## src/rtl/uart_tx_fifo.sv

```systemverilog
// uart_tx_fifo: byte FIFO feeding an 8N1 UART transmitter, LSB first, one line
// transition per `ce` strobe. Bytes may arrive on consecutive clocks; a byte
// offered while the FIFO is full is dropped and latches `overflow`.
// The data byte input is named byte_in because `byte` is a reserved word.
// Optional macro UART_TX_PARITY_EN inserts an even-parity bit before the stop
// bit (11-period frames).
module uart_tx_fifo #(
   parameter int unsigned DEPTH  = 16,
   parameter int unsigned ADDR_W = 4
) (
   input  logic       clk,
   input  logic       rst,
   input  logic       ce,
   input  logic       byte_dv,
   input  logic [7:0] byte_in,
   output logic       tx,
   output logic       busy,
   output logic       fifo_full,
   output logic       overflow
);

   localparam logic [2:0] StIdle   = 3'd0;
   localparam logic [2:0] StStart  = 3'd1;
   localparam logic [2:0] StData   = 3'd2;
   localparam logic [2:0] StStop   = 3'd3;
`ifdef UART_TX_PARITY_EN
   localparam logic [2:0] StParity = 3'd4;
`endif

   localparam logic [ADDR_W:0] FullCount = (ADDR_W + 1)'(DEPTH);

   logic [2:0]        state_q, state_d;
   logic              tx_q, tx_d;
   logic [7:0]        shift_q, shift_d;
   logic [2:0]        bit_cnt_q, bit_cnt_d;
   logic [ADDR_W-1:0] wr_ptr_q, wr_ptr_d;
   logic [ADDR_W-1:0] rd_ptr_q, rd_ptr_d;
   logic [ADDR_W:0]   count_q, count_d;
   logic              overflow_q, overflow_d;
`ifdef UART_TX_PARITY_EN
   logic              parity_q, parity_d;
`endif
   logic [7:0]        mem_q [DEPTH];

   logic              full;
   logic              empty;
   logic              wr_en;
   logic              pop;
   logic [7:0]        head;

   assign full  = (count_q == FullCount);
   assign empty = (count_q == '0);
   // Full is judged on the pre-edge count, even if a pop happens on this edge.
   assign wr_en = byte_dv && !full;
   assign head  = mem_q[rd_ptr_q];

   // FSM next state, line driver and pop decision.
   always_comb begin
      state_d   = state_q;
      tx_d      = tx_q;
      shift_d   = shift_q;
      bit_cnt_d = bit_cnt_q;
      pop       = 1'b0;
`ifdef UART_TX_PARITY_EN
      parity_d  = parity_q;
`endif
      if (ce) begin
         case (state_q)
            StIdle, StStop: begin
               if (!empty) begin
                  // Back-to-back frames: the stop period ends straight into a start bit.
                  pop     = 1'b1;
                  shift_d = head;
                  tx_d    = 1'b0;
                  state_d = StStart;
`ifdef UART_TX_PARITY_EN
                  parity_d = ^head;
`endif
               end else begin
                  tx_d    = 1'b1;
                  state_d = StIdle;
               end
            end
            StStart: begin
               tx_d      = shift_q[0];
               shift_d   = {1'b0, shift_q[7:1]};
               bit_cnt_d = 3'd0;
               state_d   = StData;
            end
            StData: begin
               if (bit_cnt_q == 3'd7) begin
`ifdef UART_TX_PARITY_EN
                  tx_d    = parity_q;
                  state_d = StParity;
`else
                  tx_d    = 1'b1;
                  state_d = StStop;
`endif
               end else begin
                  tx_d      = shift_q[0];
                  shift_d   = {1'b0, shift_q[7:1]};
                  bit_cnt_d = bit_cnt_q + 3'd1;
               end
            end
`ifdef UART_TX_PARITY_EN
            StParity: begin
               tx_d    = 1'b1;
               state_d = StStop;
            end
`endif
            default: begin
               tx_d    = 1'b1;
               state_d = StIdle;
            end
         endcase
      end
   end

   // FIFO pointers, occupancy and sticky overflow.
   always_comb begin
      wr_ptr_d   = wr_ptr_q;
      rd_ptr_d   = rd_ptr_q;
      count_d    = count_q;
      overflow_d = overflow_q | (byte_dv & full);
      if (wr_en) wr_ptr_d = wr_ptr_q + ADDR_W'(1);
      if (pop)   rd_ptr_d = rd_ptr_q + ADDR_W'(1);
      case ({wr_en, pop})
         2'b10:   count_d = count_q + (ADDR_W + 1)'(1);
         2'b01:   count_d = count_q - (ADDR_W + 1)'(1);
         default: count_d = count_q;
      endcase
   end

   // State registers with synchronous reset.
   always_ff @(posedge clk) begin
      if (rst) begin
         state_q    <= StIdle;
         tx_q       <= 1'b1;
         shift_q    <= 8'h00;
         bit_cnt_q  <= 3'd0;
         wr_ptr_q   <= '0;
         rd_ptr_q   <= '0;
         count_q    <= '0;
         overflow_q <= 1'b0;
`ifdef UART_TX_PARITY_EN
         parity_q   <= 1'b0;
`endif
      end else begin
         state_q    <= state_d;
         tx_q       <= tx_d;
         shift_q    <= shift_d;
         bit_cnt_q  <= bit_cnt_d;
         wr_ptr_q   <= wr_ptr_d;
         rd_ptr_q   <= rd_ptr_d;
         count_q    <= count_d;
         overflow_q <= overflow_d;
`ifdef UART_TX_PARITY_EN
         parity_q   <= parity_d;
`endif
      end
   end

   // FIFO storage; contents need no reset since the pointers define validity.
   always_ff @(posedge clk) begin
      if (!rst && wr_en) mem_q[wr_ptr_q] <= byte_in;
   end

   assign tx        = tx_q;
   assign busy      = (state_q != StIdle) || !empty;
   assign fifo_full = full;
   assign overflow  = overflow_q;

endmodule

```

## config.mk

```make
export PLATFORM = sky130hd
export DESIGN_NAME = uart_tx_fifo
export DESIGN_NICKNAME = d
export VERILOG_FILES = /design/src/rtl/uart_tx_fifo.sv
export SDC_FILE = /design/constraint.sdc
export NUM_CORES = 1
export LEC_CHECK = 0
export ABC_CLOCK_PERIOD_IN_PS = 4050
export CAP_MARGIN = 20
export CELL_PAD_IN_SITES_DETAIL_PLACEMENT = 0
export CELL_PAD_IN_SITES_GLOBAL_PLACEMENT = 1
export CORE_MARGIN = 2
export CORE_UTILIZATION = 52
export CTS_CLUSTER_DIAMETER = 40
export DETAILED_ROUTE_END_ITERATION = 8
export PLACE_DENSITY_LB_ADDON = 0.1
export SLEW_MARGIN = 10
export SYNTH_ARGS = -nofsm -noshare
export SYNTH_HDL_FRONTEND = slang
export SYNTH_SLANG_ARGS = --single-unit
```

## constraint.sdc

```tcl
create_clock -name clk -period 4.05 [get_ports clk]
set_input_delay 0.6075 -clock clk [delete_from_list [all_inputs] [get_ports clk]]
set_output_delay 0.6075 -clock clk [all_outputs]
set_load 0.005 [all_outputs]
```

* Word level (Yosys, flattened, before mapping)
Memories as Yosys holds them, arrays and structs flattened. A register that Yosys moved wholly into a read port is not among the register bits.
Cells that the tools add are included.
Widths: inputs -> output; s select.
** Storage, ports and cells
- Memories kept :: 1
- Memory bits (writable) :: 128
- Register bits after elaboration :: 29
- Output and inout bits :: 4
- Logic and storage cells :: 61
** Cells by class
- Reduce and logical (&&, ||, !) cells :: 16
- Add/sub/neg operators :: 5
- Bitwise logic cells :: 2
- Muxes and demuxes :: 19
- Equal/unequal tests :: 10
** Memory list
- mem_q :: depth 16, width 8, read ports 1, clocked after memory_dff 1, write ports 1, RTL line 43 : logic [7:0] mem_q [DEPTH];
** Operator list (count)
- $pmux 8 s3 :: 1
- $mux 8 :: 2
- $pmux 5 s2 :: 1
- $pmux 3 s3 :: 1
- $add 4x1->4 const B :: 2
- $mux 1 :: 8
- $mux 4 :: 2
- $eq 3x2->1 const B :: 2
- $mux 3 :: 2
- $ne 2x2->1 const B :: 3
- $pmux 3 s2 :: 1
- $reduce_bool 3->1 :: 2
- $add 5x1->5 const B :: 1
- $eq 5x5->1 const B :: 1
- $logic_not 5->1 :: 1
- $sub 5x1->5 const B :: 1
- $reduce_and 4->1 :: 1
- $reduce_bool 2->1 :: 2
- $add 3x1->3 const B :: 1
- $eq 3x1->1 const B :: 1
- $eq 3x3->1 const B :: 1
- $logic_not 1->1 :: 3
- $logic_not 3->1 :: 1
- $pmux 1 s3 :: 1
- 9 further kinds :: 10

* Longest topological paths before layout
- Depth in word-level cells :: 6
- Gate-level depth with buffers :: 13
- Mapped depth without buffers :: 11

* Least setup slack after synthesis
Ideal clock, no wire load.
- Path type :: reg-to-reg
- Start point :: register state_q[0]
- End point :: register count_q[4]
- Data required time :: 3927 ps
- Clock period less this slack :: 3556 ps
- Cell stages (with the launch flop) :: 14
- Data arrival time :: 3432 ps
- Slack :: 494 ps
- Setup time :: 123 ps
- Path through :: dfxtp_1 inv_1 ha_1 clkbuf_1 a211oi_1 ha_1 clkbuf_1 xor2_1 ha_1 o21a_1 o221a_2 or4_1 nand2_1 mux2_1
** Between the ends
- Longest elaborated chain between the ends :: 6
- Elaborated cells between the ends (all ways) :: 9
- Classes of those cells :: 3 x eq/ne; 3 x mux; 3 x reduce/logical
** Ends and longest elaborated chain
- start: declaration :: RTL line 32 : logic [2:0] state_q, state_d;
- start signal: assignment :: RTL line 137 : state_q <= StIdle;
- start signal: assignment :: RTL line 149 : state_q <= state_d;
- $eq 3x2->1 or $logic_not 3->1 (tied branches) :: RTL line 68 : case (state_q)
- $reduce_or 2->1 * :: RTL line 68
- $mux 1 * :: RTL line 68
- $mux 1 * :: RTL line 67 : if (ce) begin
- net pop :: RTL line 48 : logic pop;
- $eq 2x1->1 or $eq 2x2->1 (tied branches) :: RTL line 127 : case ({wr_en, pop})
- $pmux 5 s2 or $reduce_bool 2->1 (tied branches)
- end signal: assignment :: RTL line 155 : count_q <= count_d;
- end: declaration :: RTL line 38 : logic [ADDR_W:0] count_q, count_d;
Mark *: on every way through the listed nets, which the timed path passes. The rest lies on a longest branch.
A chain may end at the register's enable or synchronous reset.

* Worst setup path in the final report
- Start point :: input ce
- End point :: register count_q[4]
** Between the ends
- Longest elaborated chain between the ends :: 3
- Elaborated cells between the ends (all ways) :: 5
- Classes of those cells :: 2 x eq/ne; 2 x mux; 1 x reduce/logical
** Ends and longest elaborated chain
- start: declaration :: RTL line 13 : input logic ce,
- $mux 1 * :: RTL line 67
- net pop :: RTL line 48
- $eq 2x1->1 or $eq 2x2->1 (tied branches) :: RTL line 127
- $pmux 5 s2 or $reduce_bool 2->1 (tied branches)
Marks and branches as above.

==> flow_summary.toml <==
[global_route]
first_global_vias = 3373
grt.overflow.total = 0
grt_first_pass_wirelength_mm = 19.5
grt.total_usage_pct = 20.7
grt_max_degree = 36
antenna_found_initial = 0

[critical_path]
reg2reg_depth = 11
critPathRequiredTime_ns = 4.35
r2r_slack_ns = 0.88
end_kind = "flop"
critical_path_arrival_ns = 3.60
cp_max_fo = 8
cp-start-kind = "primary input"
worst-setup-path-type = "in2reg"
rr_startpoint = "state_q[0]"
r2r_end = "count_q[4]"

[layout]
fill_cells = 901
drive_gt1_share_pct = 17.1
fin_nets = 445
antenna_cells = 0
area_delta_synth_final_pct = 13.9
fin_cells = 601
fin_util_pct = 61.0
fin_area_mm2 = 0.00736

[die]
die_h_um = 115
start_util_pct = 53.5
die_w_um = 115
core_mm2 = 0.0121
rows = 40
die_area_mm2 = 0.0133
ioPinCount = 16

[clocking]
cts.sinks = 160
cts_max_level = 4
clockBufferDepth = 2
cts-root-buf = "clkbuf_16"
cts_made_buffers = 17
post_cts.repair.setup_buffers = 0
clkTransAtPathRegs_ns = 0.06
hold_buffers = 0
cts_tree = "yes"
clkLatencyLatePin_ns = 0.41
cts_resized = 0

[yosys]
synthXorXnorAreaFrac_pct = 1.36
synthesis.instances = 400
synthAdderAreaFrac_pct = 2.52
netlist-cell-type-count = 43
synthMuxAreaShare_pct = 12.3
synth_compound_area_share_pct = 6.22
synth.area.top_cells = "edfxtp_1 (60%), mux4_2 (11%), dfxtp_1 (9.9%)"
synth_edf_count = 128
yosys_warnings = 0
synth-seq-cells = 160
synth.avg_cell_area_um2 = 16.1
synth_nets = 425
syn_area_mm2 = 0.00646
yosysSeqAreaShare_pct = 69.4
synthSimpleGateAreaFrac_pct = 6.32
synth_top_area_share_pct = 59.5
synth_top_family_by_area = "multiplexers"
synth_top_flop_cell = "edfxtp_1"
async_reset_ff_share_pct = 0
synth_top_area_cell = "edfxtp_1"

[pwr]
switching_share_pct = 26.7
p_switching_mw = 1.17
power_density_mw_per_mm2 = 594
ir_drop_mv = 0.408
leakage_nw = 2.44
comb_power_share_pct = 19.6
p_seq_share_pct = 45.7
power.internal_mw = 3.20
clock_power_share_pct = 34.6

[detailed_routing]
routed_wl_mm = 12.4
via_per_inst = 5.60
drtIter0Drc = 227
drcViolationCount = 0
vias = 3366
dr.pass1.iters = 4
drtAntennaViolNets = 0
wl_per_cell_um = 20.6

[hold_path]
hold_path_class = "reg2reg"
min_from = "shift_q[7]"
hold_depth = 2
min_to = "shift_q[7]"

[timing]
hold_viol = 0
final_max_slew_viol_count = 0
worst_pin_slew_ns = 0.882
tns_ns = 0
finalCriticalPeriod_ns = 3.30
maxSlewHeadroom_pct = 41.1
min_period_over_period_pct = 81.5
skew_ns = 0.00997
fmax_mhz = 303
setup_viol = 0
hold_ws_ns = 0.468
rsz0062_at_grt = "no"

[placement]
dp_hpwl_mm = 7.97
dp.cells = 569
port_buffers = 15
place_congestion = 0.742
post_dp_cell_area_mm2 = 0.00679

[job]
cap_violations = 0

[status]
status = "finished, final reports clean"
## worst max path at each step
stage	from	endpoint	slack, ns	depth (start not counted)
floorplan	state_q[0]	count_q[4]	0.49	13
global placement	ce	count_q[4]	0.40	11
detailed placement	ce	count_q[4]	0.33	11
CTS	ce	count_q[4]	0.76	11
global route	ce	count_q[4]	0.54	11
finish	ce	count_q[4]	0.75	11
## registers in the layout, summed over array words and instances, names as in the netlist, named ones only
signal / count
wr_ptr_q: 4
state_q: 2
shift_q: 8
tx: 1
count_q: 5
overflow: 1
bit_cnt_q: 3
rd_ptr_q: 4
mem_q: 128
## placed cells by master (no fill, tap or decap), drive strengths merged, types with 2 or more instances in the layout
master and instances:
clkdlybuf4s50 15, nand4 2, clkbuf 25, xor2 8
clkinv 2, mux2 3, inv 13, a21oi 15
dfxtp 32, a211oi 8, o21ai 4, a22o 2
and2 2, mux4 32, nor3 7, nand3b 2
nor2b 3, nand3 2, a21boi 2, edfxtp 128
ha 13, buf 7, mux2i 4, a22oi 20
o21a 2, xnor2 2, nor2 52, nand2 12
## worst max-delay path, stage by stage
cell and delay (ns):
clkdlybuf4s50_1 0.56, inv_1 0.12, a211oi_1 0.30, ha_1 0.40
xor2_1 0.12, ha_1 0.22, o21a_1 0.17, o221a_2 0.25
or4_1 0.46, nand2_1 0.09, mux2_1 0.31
## logic make-up after synthesis
logic type                 Yosys count
DFF                                160
adders and majority gates           13
muxes                               39
AOI/OAI and AO/OA                   59
xor gates and xnor gates            10
buffers and inverters               30
and+or+nand+nor                     89
## power by group through the flow
| stage | registers [mW] | logic [mW] | clock network, mW |
|---|---|---|---|
| final | 2.00 | 0.859 | 1.51 |
| after CTS | 2.00 | 0.870 | 1.54 |
| after global placement | 2.03 | 0.858 | 0 |
| after detailed placement | 2.03 | 0.863 | 0 |
| after global routing | 2.02 | 0.954 | 1.61 |
| after floorplan | 1.95 | 0.682 | 0 |
## Yosys cell counts, drive strengths merged (3+ instances only)
library cell	number
o21ai	4
a21oi	15
nor3	7
edfxtp	128
nor2b	3
buf	9
nor2	52
mux4	32
nand2	12
inv	9
ha	13
clkbuf	12
a22oi	20
xor2	8
dfxtp	32
a211oi	8
mux2	3
mux2i	4
## layout make-up
| cell class | count | area, µm² | share of cell area (%) |
|---|---|---|---|
| Clock buffer | 25 | 528 | 7.17 |
| Multi-Input combinational cell | 210 | 1850 | 25.2 |
| Tap cell | 168 | 210 | 2.86 |
| Clock inverter | 7 | 45.0 | 0.612 |
| Sequential cell | 160 | 4490 | 60.9 |
| Timing Repair Buffer | 22 | 203 | 2.75 |
| Inverter | 9 | 33.8 | 0.459 |
## layer usage
layer  vias to the layer above  part of all wire [%]  global-route usage [%]
li1                       1594                     -                       -
met1                      1687                    44                    29.5
met2                        72                    48                    31.9
met3                        13                   5.9                    5.65
met4                         0                   1.5                    6.02
met5                         -                     0                       0
## through the flow
step	power, mW	setup WS [ns]
2_1_floorplan	2.63	0.494
3_3_place_gp	2.89	0.396
3_5_place_dp	2.90	0.326
4_1_cts	4.41	0.759
5_1_grt	4.58	0.539
6_report	4.37	0.751
Power figures use the tool's default switching activity.
